--- src/rtl/fifo_pick_cnt.sv ---
// First-word-fall-through FIFO with occupancy count, almost-full/empty thresholds,
// synchronous clear and sticky overflow/underflow flags. Any DEPTH >= 2 is supported.
module fifo_pick_cnt #(
  parameter int WIDTH     = 8,
  parameter int DEPTH     = 8,
  parameter int AF_MARGIN = 1,
  parameter int AE_MARGIN = 1
) (
  input  logic                       ck,
  input  logic                       reset,
  input  logic                       clear,
  input  logic                       write,
  input  logic [WIDTH-1:0]           datain,
  input  logic                       read,
  output logic [WIDTH-1:0]           dataout,
  output logic                       full,
  output logic                       empty,
  output logic                       almost_full,
  output logic                       almost_empty,
  output logic [$clog2(DEPTH+1)-1:0] count,
  output logic                       overflow,
  output logic                       underflow
);

  localparam int CW = $clog2(DEPTH + 1);
  localparam int PW = $clog2(DEPTH);

  localparam logic [CW-1:0] FULL_LVL = CW'(DEPTH);
  localparam logic [CW-1:0] AF_LVL   = CW'(DEPTH - AF_MARGIN);
  localparam logic [CW-1:0] AE_LVL   = CW'(AE_MARGIN);
  localparam logic [CW-1:0] ONE_LVL  = CW'(1);
  localparam logic [PW-1:0] LAST_PTR = PW'(DEPTH - 1);

  logic [WIDTH-1:0] mem [0:DEPTH-1];
  logic [PW-1:0]    wr_ptr;
  logic [PW-1:0]    rd_ptr;
  logic [PW-1:0]    rd_ptr_nxt;
  logic             wr_ok;
  logic             rd_ok;

  // Explicit wrap so non-power-of-two depths index only valid entries.
  function automatic logic [PW-1:0] next_ptr(input logic [PW-1:0] p);
    return (p == LAST_PTR) ? '0 : p + 1'b1;
  endfunction

  // A full FIFO still accepts a write when the head is being popped on the same edge.
  assign wr_ok      = write & (~full | read);
  assign rd_ok      = read & ~empty;
  assign rd_ptr_nxt = next_ptr(rd_ptr);

  assign full         = (count == FULL_LVL);
  assign empty        = (count == '0);
  assign almost_full  = (count >= AF_LVL);
  assign almost_empty = (count <= AE_LVL);

  // NOTE: storage has no reset; every entry is written before it can reach dataout,
  // so resetting it would only cost flops and reset fan-out.
  always_ff @(posedge ck) begin
    if (!reset && !clear && wr_ok)
      mem[wr_ptr] <= datain;
  end

  // NOTE: all state below uses non-blocking assignments so every register samples
  // pre-edge values (count, rd_ptr, full) regardless of statement order.
  always_ff @(posedge ck or posedge reset) begin
    if (reset) begin
      wr_ptr    <= '0;
      rd_ptr    <= '0;
      count     <= '0;
      dataout   <= '0;
      overflow  <= 1'b0;
      underflow <= 1'b0;
    end else if (clear) begin
      wr_ptr    <= '0;
      rd_ptr    <= '0;
      count     <= '0;
      overflow  <= 1'b0;
      underflow <= 1'b0;
    end else begin
      if (wr_ok) wr_ptr <= next_ptr(wr_ptr);
      if (rd_ok) rd_ptr <= rd_ptr_nxt;

      case ({wr_ok, rd_ok})
        2'b10:   count <= count + 1'b1;
        2'b01:   count <= count - 1'b1;
        default: count <= count;
      endcase

      // Head register: load on fill-from-empty, advance on pop, bypass when the
      // last word is popped while a new one arrives; otherwise hold.
      if (empty && wr_ok)
        dataout <= datain;
      else if (rd_ok && count > ONE_LVL)
        dataout <= mem[rd_ptr_nxt];
      else if (rd_ok && wr_ok)
        dataout <= datain;

      if (write && full && !read) overflow  <= 1'b1;
      if (read && empty)          underflow <= 1'b1;
    end
  end

endmodule

--- config.mk ---
export PLATFORM = sky130hd
export DESIGN_NAME = fifo_pick_cnt
export DESIGN_NICKNAME = d
export VERILOG_FILES = /design/src/rtl/fifo_pick_cnt.sv
export SDC_FILE = /design/constraint.sdc
export NUM_CORES = 1
export LEC_CHECK = 0
export ABC_AREA = 1
export CORE_MARGIN = 10
export CORE_UTILIZATION = 45
export CTS_CLUSTER_SIZE = 20
export DETAILED_ROUTE_END_ITERATION = 6
export GPL_ROUTABILITY_DRIVEN = 1
export SLEW_MARGIN = 30
export SYNTH_ARGS = -nofsm -noshare
export SYNTH_HDL_FRONTEND = slang
export SYNTH_SLANG_ARGS = --single-unit
--- constraint.sdc ---
create_clock -name ck -period 3.4 [get_ports ck]
set_clock_uncertainty 0.15 [all_clocks]
set_input_delay 0.34 -clock ck [delete_from_list [all_inputs] [get_ports ck]]
set_output_delay 0.34 -clock ck [all_outputs]
set_load 0.02 [all_outputs]
==> results.sh <==
export IMPL_synth_top_area_cell="edfxtp_1"
export IMPL_core_um2=8850
export IMPL_ir_worst_vdd_mv=0.253
export IMPL_synth_top_family_by_area="simple AND/OR/NAND/NOR gates"
export IMPL_grt_max_degree=34
export IMPL_arrival_ns=2.47
export IMPL_crit_slowest_cell="nor2_1"
export IMPL_grt_util_all_layers=0.140
export IMPL_dieArea_um2=13400
export IMPL_clock_path_buffers=2
export IMPL_yosys_warnings=0
export IMPL_final_nets=484
export IMPL_power_switching_uw=1250
export IMPL_setup_viol=0
export IMPL_synth_nets=454
export IMPL_grt_pass1_vias=2836
export IMPL_synth_edf_count=64
export IMPL_p_per_area_nw_per_um2=694
export IMPL_n_fill_cell=826
export IMPL_insertion_delay_ns=0.36
export IMPL_combPwrFrac=0.387
export IMPL_start_kind="register"
export IMPL_antennaDiodeCount=0
export IMPL_cp_required_ns=3.25
export IMPL_hold_path_class="in2async"
export IMPL_initial_utilization=0.468
export IMPL_synthMuxAreaShare=0
export IMPL_timing_fmax_mhz=382
export IMPL_synth_area_leaders="edfxtp_1, dfrtp_1, nand2_1, inv_1, nand3_1"
export IMPL_final_area_um2=4730
export IMPL_ys_seq_elements=84
export IMPL_num_io_pins=31
export IMPL_synth_compound_area_frac=0.0414
export IMPL_cts_tree="built"
export IMPL_instances_no_fill=576
export IMPL_crit_chain="inv_1, ha_1, nand2_2, nor2_4, nand2_2, nand2_4, inv_2, nand2_1, nor2_2, nand2_2, nor2_1"
export IMPL_worstPathMaxFanout=8
export IMPL_cts_resized=0
export IMPL_die_h_um=116
export IMPL_avgRoutedWirePerCell_um=15.4
export IMPL_maxCapViolCount=0
export IMPL_path_class="reg2reg"
export IMPL_via_count=2821
export IMPL_async_flop_share=0.238
export IMPL_clock_sinks=84
export IMPL_antenna_found_initial=0
export IMPL_syn_to_final_growth_pct=14.3
export IMPL_cp_slowest_stage_delay_ns=0.52
export IMPL_drt_iter0_drc=181
export IMPL_seqPwrFrac=0.386
export IMPL_intPower_uw=2030
export IMPL_synth_adder_area_share=0.0242
export IMPL_synth_cell_types=33
export IMPL_h_tree_depth=3
export IMPL_holdBufCountCts=0
export IMPL_critPathCaptureType="register"
export IMPL_synthFlopType="edfxtp_1"
export IMPL_ys_seq_area_frac=0.585
export IMPL_drt_total_wl_um=8850
export IMPL_synth_simple_area_share=0.240
export IMPL_drive_above_1_share=0.109
export IMPL_syn_avg_cell_area_um2=9.56
export IMPL_whs_ns=0.347
export IMPL_leakagePower_uw=0.00210
export IMPL_critPathMostFrequentCell="nand2_2"
export IMPL_report_final_slew_viol_count=0
export IMPL_post_cts_setup_buffer_count=0
export IMPL_p_sw_frac=0.380
export IMPL_dpl_cell_count=560
export IMPL_outcome="finished, final reports clean"
export IMPL_pwr_share_clk=0.226
export IMPL_ant_nets=0
export IMPL_final_common_cell="nand2_1"
export IMPL_synth_top_area_share=0.464
export IMPL_cts_inserted_buffers=9
export IMPL_finalHoldViolCount=0
export IMPL_gp_congestion=0.865
export IMPL_period_share=0.770
export IMPL_clk_root_buffer_cell="clkbuf_8"
export IMPL_vias_per_cell=4.90
export IMPL_slew_headroom=0.466
export IMPL_die_x_um=116
export IMPL_finalCriticalPeriod_ns=2.62
export IMPL_grt_pass1_wl_um=14600
export IMPL_final_cell_mix="nand2_1, inv_1, nand3_1"
export IMPL_syn_inst=433
export IMPL_netlist_area_um2=4140
export IMPL_port_buffers=30
export IMPL_worstMarginPinSlew_ns=0.800
export IMPL_drc=0
export IMPL_overflow=0
export IMPL_num_rows=34
export IMPL_post_dp_cell_area_um2=4520
export IMPL_rsz0062_at_grt="no"
export IMPL_place_hpwl_um=6550
export IMPL_drtPass1Iterations=4
export IMPL_synthXorXnorAreaFrac=0.00635
export IMPL_tns_ns=0
export IMPL_clk_pin_slew_ns=0.09
[flip-flops by register name (all words and copies together) (netlist names)]
signal     cells
rd_ptr         3
underflow      1
count          4
overflow       1
dataout        8
mem           64
wr_ptr         3
[worst paths after layout]
check	start	endpoint	slack [ns]	cells after the start
min in group ck	underflow	underflow	0.35	1
worst min register to register	underflow	underflow	0.35	1
worst min-delay path	reset	count[2]	0.35	2
max in group asynchronous	reset	dataout[4]	2.25	2
worst max-delay path	count[0]	mem[6][1]	0.78	11
worst max register to register	count[0]	mem[6][1]	0.78	11
[power by group through the flow]
stage	clock (uW)	sequential, uW	combinational (uW)
2_1_floorplan	0	1350	804
6_report	744	1270	1270
4_1_cts	759	1270	1290
5_1_grt	802	1280	1420
3_3_place_gp	0	1290	1280
3_5_place_dp	0	1290	1280
[Yosys cell counts (2+ instances only)]
cell type and instances:
a21oi_1 16, buf_2 9, clkinv_1 2, dfrtp_1 20, edfxtp_1 64, ha_1 8, inv_1 88, inv_2 5
nand2_1 95, nand2_2 4, nand2_4 4, nand2_8 2, nand3_1 66, nor2_1 12, nor2_2 9, nor2_4 4
o21ai_0 7, o21ai_1 2, xor2_1 2
[through the flow]
stage                     setup slack [ns]  power [uW]  utilization
after detailed placement             0.630        2570        0.511
after global placement               0.719        2570        0.511
final                                0.782        3280        0.535
after CTS                            0.760        3320        0.534
after floorplan                      0.978        2160            -
after global routing                 0.538        3510        0.535
[kinds of logic after synthesis]
logic type,Yosys count
buf+inv,108
xor+xnor,3
fa+ha+maj,8
compound gates,30
flops,84
simple gates,200
[critical path, delay by kind of cell, from the launching register on]
| kind | cells | cell delay, ns |
|---|---|---|
| buffers and inverters | 2 | 0.21 |
| flip-flops | 1 | 0.45 |
| AND/OR/NAND/NOR | 8 | 1.18 |
| adder cells (fa/ha/maj) | 1 | 0.27 |
[metal layers]
layer / up-vias / global-route usage / part of all wire / wire length, um
met2: 70 / 0.216 / 0.46 / 4060
met4: 0 / 0.0450 / 0.011 / 101
met1: 1306 / 0.188 / 0.47 / 4140
met3: 9 / 0.0357 / 0.063 / 554
met5: - / 0 / 0 / 0
li1: 1436 / - / - / -
[area by class of cell]
class                      count  area (um2)  share of cell area
timing repair buffer          31         308              0.0651
tap                          108         135              0.0286
clock buffer                  11         151              0.0320
clock inverter                 5        58.8              0.0124
sequential                    84        2420               0.512
inverter                      96         362              0.0764
multi-input combinational    241        1290               0.273
Note: power is estimated with default switching activity, not from simulation.
